<file path="src/rtl/huffman_serial_decoder.sv">
// Serial Huffman decoder: shifts in codeword bits MSB first and
// matches them against the sorted length/codeword tables.
//
// Ports:
//   clk, rst_n       clock, async active-low reset
//   length           packed length table, DATA_WIDTH per entry
//   codeword         packed codeword table, MAXHIGHT per entry
//   enable           decode enable (low pauses)
//   start            pulse: clear counters, begin a stream
//   expected_count   number of symbols in the stream
//   serial_in        serial data bit
//   bit_valid        serial_in qualifier
//   symbol_index     decoded table index
//   symbol_valid     one-cycle strobe for symbol_index
//   symbol_count     symbols decoded so far (saturating)
//   error            sticky invalid-codeword flag
//   done             stream complete
module huffman_serial_decoder #(
    parameter int DATA_WIDTH    = 8,
    parameter int TOTAL_SYMBOLS = 10,
    parameter int ADDR_WIDTH    = 4,
    parameter int MAXHIGHT      = 10
) (
    input  logic                                clk,
    input  logic                                rst_n,
    input  logic [TOTAL_SYMBOLS*DATA_WIDTH-1:0] length,
    input  logic [TOTAL_SYMBOLS*MAXHIGHT-1:0]   codeword,
    input  logic                                enable,
    input  logic                                start,
    input  logic [ADDR_WIDTH+7:0]               expected_count,
    input  logic                                serial_in,
    input  logic                                bit_valid,
    output logic [ADDR_WIDTH-1:0]               symbol_index,
    output logic                                symbol_valid,
    output logic [ADDR_WIDTH+7:0]               symbol_count,
    output logic                                error,
    output logic                                done
);

    localparam int CNTW = $clog2(MAXHIGHT + 1);

    typedef enum logic [1:0] {
        IDLE  = 2'd0,
        SHIFT = 2'd1,
        DONE  = 2'd2,
        ERR   = 2'd3
    } state_t;

    state_t state, state_n;

    logic [MAXHIGHT-1:0]   acc, acc_n;
    logic [CNTW-1:0]       bitcnt, cnt_n;
    logic [ADDR_WIDTH-1:0] idx_n;
    logic                  valid_n;
    logic [ADDR_WIDTH+7:0] count_n;
    logic                  err_n;
    logic                  done_n;

    logic [MAXHIGHT-1:0]   next_acc;
    logic [CNTW-1:0]       next_cnt;
    logic [MAXHIGHT-1:0]   mask;
    logic                  hit;
    logic [ADDR_WIDTH-1:0] hit_idx;
    logic [ADDR_WIDTH+7:0] count_inc;

    assign next_acc = {acc[MAXHIGHT-2:0], serial_in};
    assign next_cnt = bitcnt + 1'b1;

    // Saturate rather than wrap the symbol counter.
    assign count_inc = (&symbol_count) ? symbol_count
                                       : symbol_count + 1'b1;

    // Only the low next_cnt bits of the accumulator are compared.
    always_comb begin
        mask = '0;
        for (int i = 0; i < MAXHIGHT; i++) begin
            mask[i] = (i < 32'(next_cnt));
        end
    end

    // Scan downward so the lowest matching index wins.
    // Length 0 or > MAXHIGHT can never equal next_cnt.
    always_comb begin
        hit     = 1'b0;
        hit_idx = '0;
        for (int k = TOTAL_SYMBOLS - 1; k >= 0; k--) begin
            if (length[k*DATA_WIDTH +: DATA_WIDTH]
                    == DATA_WIDTH'(next_cnt) &&
                ((codeword[k*MAXHIGHT +: MAXHIGHT] ^ next_acc)
                    & mask) == '0) begin
                hit     = 1'b1;
                hit_idx = ADDR_WIDTH'(k);
            end
        end
    end

    always_comb begin
        state_n = state;
        acc_n   = acc;
        cnt_n   = bitcnt;
        idx_n   = symbol_index;
        valid_n = 1'b0;
        count_n = symbol_count;
        err_n   = error;
        done_n  = done;
        if (start) begin
            acc_n   = '0;
            cnt_n   = '0;
            count_n = '0;
            err_n   = 1'b0;
            if (expected_count == '0) begin
                state_n = DONE;
                done_n  = 1'b1;
            end else begin
                state_n = SHIFT;
                done_n  = 1'b0;
            end
        end else begin
            case (state)
                SHIFT: begin
                    if (enable && bit_valid) begin
                        if (hit) begin
                            idx_n   = hit_idx;
                            valid_n = 1'b1;
                            acc_n   = '0;
                            cnt_n   = '0;
                            count_n = count_inc;
                            if (count_inc == expected_count) begin
                                state_n = DONE;
                                done_n  = 1'b1;
                            end
                        end else if (next_cnt == CNTW'(MAXHIGHT)) begin
                            err_n   = 1'b1;
                            state_n = ERR;
                        end else begin
                            acc_n = next_acc;
                            cnt_n = next_cnt;
                        end
                    end
                end
                DONE:    done_n = 1'b1;
                ERR:     err_n  = 1'b1;
                default: state_n = IDLE;
            endcase
        end
    end

    always_ff @(posedge clk or negedge rst_n) begin
        if (!rst_n) begin
            state <= IDLE;
        end else begin
            state <= state_n;
        end
    end

    always_ff @(posedge clk or negedge rst_n) begin
        if (!rst_n) begin
            acc          <= '0;
            bitcnt       <= '0;
            symbol_index <= '0;
            symbol_valid <= 1'b0;
            symbol_count <= '0;
            error        <= 1'b0;
            done         <= 1'b0;
        end else begin
            acc          <= acc_n;
            bitcnt       <= cnt_n;
            symbol_index <= idx_n;
            symbol_valid <= valid_n;
            symbol_count <= count_n;
            error        <= err_n;
            done         <= done_n;
        end
    end

endmodule

</file>
<file path="config.mk">
export PLATFORM = sky130hd
export DESIGN_NAME = huffman_serial_decoder
export DESIGN_NICKNAME = d
export VERILOG_FILES = /design/src/rtl/huffman_serial_decoder.sv
export SDC_FILE = /design/constraint.sdc
export NUM_CORES = 1
export LEC_CHECK = 0
export ABC_AREA = 1
export CAP_MARGIN = 0
export CORE_MARGIN = 1
export CORE_UTILIZATION = 38
export CTS_CLUSTER_DIAMETER = 40
export DETAILED_ROUTE_END_ITERATION = 8
export PLACE_DENSITY_LB_ADDON = 0.25
export SETUP_SLACK_MARGIN = 0.2
export SLEW_MARGIN = 20
export SYNTH_ARGS = -nofsm -noshare
export SYNTH_HDL_FRONTEND = slang
export SYNTH_SLANG_ARGS = --single-unit
export TNS_END_PERCENT = 1
</file>
<file path="constraint.sdc">
create_clock -name clk -period 6.2 [get_ports clk]
set_input_delay 1.86 -clock clk [delete_from_list [all_inputs] [get_ports clk]]
set_output_delay 1.86 -clock clk [all_outputs]
set_load 0.01 [all_outputs]
</file>
==> Yosys cells after proc, flatten, opt, wreduce, memory -nomap -nowiden <==
Cells that the tools add are included.
{ "word_totals": {"reg_bits": 34, "in_bits": 198, "out_inout_bits": 19, "elab_cells": 157} }
{ "op_classes": {"n_addsub": 2, "n_lt_le_gt_ge": 10, "eq_ne": 24, "muxes": 57, "n_bitwise": 21, "reduce_logical": 35} }
{ "op_table": {"columns": ["op", "n"], "rows": [
  ["bitwise AND 10 bit", 10],
  ["logical NOT 10 bit", 10],
  ["XOR 10 bit", 10],
  ["== test 8 x 4 -> 1 bit", 10],
  ["2-to-1 mux 12 bit", 5],
  ["2-to-1 mux 4 bit", 15],
  ["2-to-1 mux 9 bit", 5],
  ["2-to-1 mux 1 bit", 23],
  ["inequality test 3 bit (second input constant)", 6],
  ["< comparator 3 x 4 -> 1 bit (first input constant)", 4],
  ["AND reduction 4 bit", 4],
  ["adder 12 x 1 -> 12 bit (second input constant)", 1],
  ["== test 12 bit", 1],
  ["logical NOT 12 bit", 1],
  ["2-to-1 mux 2 bit", 6],
  ["AND reduction 12 bit", 1],
  ["logical AND 1 bit", 11],
  ["< comparator 1 x 4 -> 1 bit (first input constant)", 2],
  ["< comparator 2 x 4 -> 1 bit (first input constant)", 2],
  ["< comparator 4 bit (first input constant)", 2],
  ["inequality test 4 bit (second input constant)", 2],
  ["AND reduction 3 bit", 2],
  ["nonzero test 2 bit", 3],
  ["nonzero test 3 bit", 2],
  ["other kinds (9)", 11]
]} }

==> Depth between registers and ports, before layout <==
{ "logic_depth": {"word_depth": 19, "mapped_depth": 23, "mapped_depth_nobuf": 21} }

==> Worst setup path before layout <==
OpenSTA, ideal clock, no wires.
{ "synth_path": {"path_kind": "in2reg", "from": "input serial_in", "to": "register symbol_count[4]", "setup_time_ns": 0.126, "arrival_ns": 3.321, "required_ns": 6.074, "setup_slack_ns": 2.753, "cell_stages": 12, "path_buffers": 2, "cell_sequence": "buf_2 > xor2_1 > nand2_2 > nand3_1 > nor2_1 > nand2_1 > nand2_2 > nor2_4 > nand3_4 > o21bai_4 > buf_4 > o21ai_0"} }
{ "synth_via": {"elab_chain_len": 16, "word_cells_on_any_way": 52, "cone_classes": "10 x mux; 20 x bitwise; 22 x reduce/logical"} }
{ "synth_rtl": {"columns": ["element", "line", "text"], "rows": [
  ["start, declared", "31", "input logic serial_in,"],
  ["XOR 10 bit", "89", "((codeword[k*MAXHIGHT +: MAXHIGHT] ^ next_acc)"],
  ["bitwise AND 10 bit", "90", "& mask) == '0) begin"],
  ["logical NOT 10 bit", "89", null],
  ["logical AND 1 bit", "88", "== DATA_WIDTH'(next_cnt) &&"],
  ["2-to-1 mux 1 bit (9 in series)", "87", "if (length[k*DATA_WIDTH +: DATA_WIDTH]"],
  ["2-to-1 mux 1 bit (*)", "87", null],
  ["nonzero test 2 bit (no line) (*)", null, null],
  ["AND reduction 3 bit (no line) (*)", null, null],
  ["end signal, assigned", "170", "symbol_count <= count_n;"],
  ["end, declared", "35", "output logic [ADDR_WIDTH+7:0] symbol_count,"]
]} }
Mark *: on every way between the ends. The rest lies on a longest branch, timed or not.
A chain may end at the register's enable or synchronous reset.

==> Final worst setup path <==
{ "layout_path": {"from": "input serial_in", "to": "register bitcnt[0]"} }
{ "layout_via": {"elab_chain_len": 18, "word_cells_on_any_way": 56, "cone_classes": "1 x eq/ne; 14 x mux; 20 x bitwise; 21 x reduce/logical"} }
{ "layout_rtl": {"columns": ["element", "line", "text"], "rows": [
  ["XOR 10 bit", "89", null],
  ["bitwise AND 10 bit", "90", null],
  ["logical NOT 10 bit", "89", null],
  ["logical AND 1 bit", "88", null],
  ["2-to-1 mux 1 bit (9 in series)", "87", null],
  ["2-to-1 mux 1 bit (*)", "87", null],
  ["2-to-1 mux 4 bit", "122", "if (hit) begin"],
  ["2-to-1 mux 4 bit", "121", "if (enable && bit_valid) begin"],
  ["2-to-1 mux 4 bit", "119", "case (state)"],
  ["2-to-1 mux 4 bit", "106", "if (start) begin"],
  ["end signal, assigned", "167", "bitcnt <= cnt_n;"],
  ["end, declared", "52", "logic [CNTW-1:0] bitcnt, cnt_n;"]
]} }
Mark *: on every way between the ends. The rest lies on a longest branch, timed or not. The select of a mux whose other input is x is not followed.

==> summary.md <==
| Metric | Value |
|---|---|
| Run status | complete, no violations |
| Synth Area in Adders | 0.00970 |
| Post-synthesis sequential area ratio | 0.165 |
| Int Pwr | 816 uW |
| GR Util met1 | 0.339 |
| Worst skew pair latency | 0.28 ns |
| Starting Density | 0.390 |
| Most common cell after layout, fill and taps aside | nand2_1 |
| Avg Inst Size Synth | 5.99 um2 |
| Comb pwr share | 0.606 |
| Synth top area cells | nand2_1, xor2_1, dfrtp_1 |
| Largest stage delay, worst path | 0.96 ns |
| PortBufs | 216 |
| Hold-fix buffers, CTS | 0 |
| H-tree levels | 2 |
| Setup CP Type | in -> reg |
| Req. time, crit path | 6.39 ns |
| Final Hold Vio Count | 0 |
| Largest net degree at the start of global routing | 38 |
| CTS root buf | clkbuf_16 |
| Pin slew with the least headroom to its limit | 0.798 ns |
| Final Wtd Congestion | 0.973 |
| GRT overflow | 0 |
| Top delay family on crit path | buffers and inverters |
| Post-route DRC | 0 |
| Sw Pwr | 700 uW |
| Worst path bufs/invs | 2 |
| Top-area cell type share of the netlist area | 0.218 |
| Fmax | 225 MHz |
| Area share of xor/xnor cells in the synthesized design | 0.200 |
| Final period util | 0.717 |
| Num ports | 217 |
| First DRT Iteration DRCs | 500 |
| Final setup fails | 0 |
| Multiplexer share of the synthesized area | 0 |
| Most frequent cells in the layout | nand2_1, clkdlybuf4s50_1, xor2_1 |
| Max-slew headroom | 0.466 |
| Synth warn | 0 |
| Die height | 119 um |
| Tot GR Track Use | 0.277 |
| Initial antenna violation count | 1 |
| Setup Skew | 0.00424 ns |
| Max clock buf depth | 2 |
| Vias/cell | 5.08 |
| Synth Area in Compound Gates | 0.0553 |
| Leading area contributor after synthesis | nand2_1 |
| Post-synth EDFFs | 0 |
| Distinct cells, synth | 38 |
| Resize count post-CTS | 0 |
| CP max-delay cell | clkdlybuf4s50_1 |
| Ys flop type | dfrtp_1 |
| Crit end category | flip-flop |
| CP Data Arrival Time | 4.64 ns |
| Nets | 1260 |
| Met2 usage | 0.478 |
| Synth Area in Simple Gates | 0.479 |
| FF+latch count, synth | 34 |
| Tmin final | 4.45 ns |
| CP dominant cell by count | nand2_1 |
| Number of global-route vias before repair | 6209 |
| Max IR drop VDD | 0.176 mV |
| Power per Cell Area | 201 nW/um2 |
| Largest family of logic cells by synthesized area | simple AND/OR/NAND/NOR gates |
| Syn_nets | 1064 |
| Fin Hold WS | 0.479 ns |
| GRT met3 Usage | 0.0444 |
| Die W | 119 um |
| Dpl hpwl | 15.2 mm |
| Vias | 6282 |
| RSZ-0062 raised after global routing | no |
| Post-synthesis cell area | 5160 um2 |
| Die area | 14000 um2 |
| CTS tree | yes |
| Max cap viols | 0 |
| Syn Inst Count | 862 |
| Final ANT Viol Nets | 0 |
| Core Rows | 42 |
| Routed Wire Length | 19.3 mm |
| Core Area | 13200 um2 |
| Setup crit start kind | input pin |
| Worst hold path class | reg -> reg |
| LEAKAGE | 3.79 nW |
| Setup bufs post-CTS | 0 |
| Fraction of layout cells with a size suffix above 1 | 0.0472 |
| Pre-Repair DR Iteration Count | 5 |
| Max Slew Vio Count | 0 |
| Crit-path cells | clkdlybuf4s50_1 -> xor2_1 -> nand2_1 -> nand3_1 -> nor2_1 -> nand2_1 -> nand2_2 -> nor2_4 -> nand3_4 -> o21bai_4 -> inv_1 -> nor3_1 |
| Clk slew on worst S/H paths | 0.05 ns |
| First-pass GRT wire length | 30.9 mm |
| CTS Buf Count | 5 |
| Area growth, synth to finish | 46.1% |
| Clock Power Share | 0.178 |
| Power share of the sequential group | 0.216 |
| Crit Path Max Fanout | 37 |
| WL/cell | 15.6 um |
| Switching Share | 0.462 |
| Post-route setup TNS | 0 ns |
| CTS Sinks | 34 |
| GRT busiest layer | met2 |
| Ys async rst share | 1.00 |
## kinds of logic (layout without fill, tap and decap cells)
kind of cell / after synthesis / in the layout
flops: 34 / 34
simple gates: 554 / 554
fa+ha+maj: 4 / 4
buf+inv: 103 / 300
other cells: 0 / 1
compound gates: 49 / 49
xor+xnor: 118 / 118
## power by group through the flow
stage          clock network [mW]  logic, mW  registers, mW
6_report                    0.271      0.918          0.327
5_1_grt                     0.288       1.02          0.336
4_1_cts                     0.276      0.912          0.327
3_5_place_dp                    0      0.906          0.330
3_3_place_gp                    0      0.897          0.331
2_1_floorplan                   0      0.635          0.287
## cells in the mapped netlist (2+ instances only)
master,count
a21oi_1,8
and2_0,5
buf_2,14
buf_4,4
buf_6,6
clkbuf_1,4
dfrtp_1,34
ha_1,4
inv_1,72
nand2_1,300
nand2_2,10
nand2_4,7
nand3_1,81
nand3_2,3
nand3b_1,10
nand4_1,18
nor2_1,97
nor2_4,3
nor3_1,5
nor3_2,2
nor3b_1,2
nor4_1,3
o21ai_0,26
o21ai_1,6
o21ai_2,4
or2_2,6
xnor2_1,12
xor2_1,106
## final timing paths
path                       cells after the start                           to  slack, ns                  start
max                                           12        bitcnt[0]$_DFFE_PN0P_       1.75              serial_in
min reg2reg                                    2             done$_DFFE_PN0P_       0.48       done$_DFFE_PN0P_
min                                            2             done$_DFFE_PN0P_       0.48       done$_DFFE_PN0P_
max reg2reg                                   15        bitcnt[0]$_DFFE_PN0P_       2.29  bitcnt[0]$_DFFE_PN0P_
min in group asynchronous                      2  symbol_index[1]$_DFFE_PN0P_       2.00                  rst_n
max in group asynchronous                      2           acc[0]$_DFFE_PN0P_       3.88                  rst_n
## routing by layer
metal / vias to the layer above / routed length (um) / part of all wire
met2: 325 / 8920 / 0.46
met3: 61 / 1660 / 0.086
li1: 3098 / - / -
met5: - / 0 / 0
met4: 0 / 834 / 0.043
met1: 2798 / 7850 / 0.41
## worst reg2reg max path, cell delays in order, from the launching register on
cell and delay (ns):
dfrtp_1 0.81, ha_1 0.35, inv_1 0.09, nand2_2 0.10, nand2_2 0.24, nand3_1 0.55, nand2_1 0.17, nand2_1 0.12
inv_1 0.05, nand3_1 0.08, nand2_1 0.10, nor2_4 0.15, nand3_4 0.14, o21bai_4 0.65, inv_1 0.10, nor3_1 0.15
## final cells by class
class                   count  area, um2
diodes                      1       2.50
clock buffers               8        166
fillers                  1359       5700
inverters                  74        280
multi-input cells         725       3840
flip-flops and latches     34        851
well taps                 176        220
repair buffers            218       2180
## sequential cells by signal, indices dropped and copies added, names as in the netlist
register      flops
symbol_valid      1
symbol_count     12
acc               9
error             1
symbol_index      4
bitcnt            4
done              1
state             2
## through the flow
step | utilization | setup WS (ns) | instance area, um2 | power, mW | cells
finish | 0.569 | 1.75 | 7540 | 1.52 | 1236
global route | 0.569 | 1.48 | 7540 | 1.65 | 1236
CTS | 0.569 | 1.76 | 7540 | 1.51 | 1235
detailed placement | 0.557 | 1.44 | 7370 | 1.24 | 1227
global placement | 0.557 | 1.56 | 7370 | 1.23 | 1227
floorplan | - | 2.75 | 5160 | 0.922 | 862
Note: power is estimated with default switching activity, not from simulation.
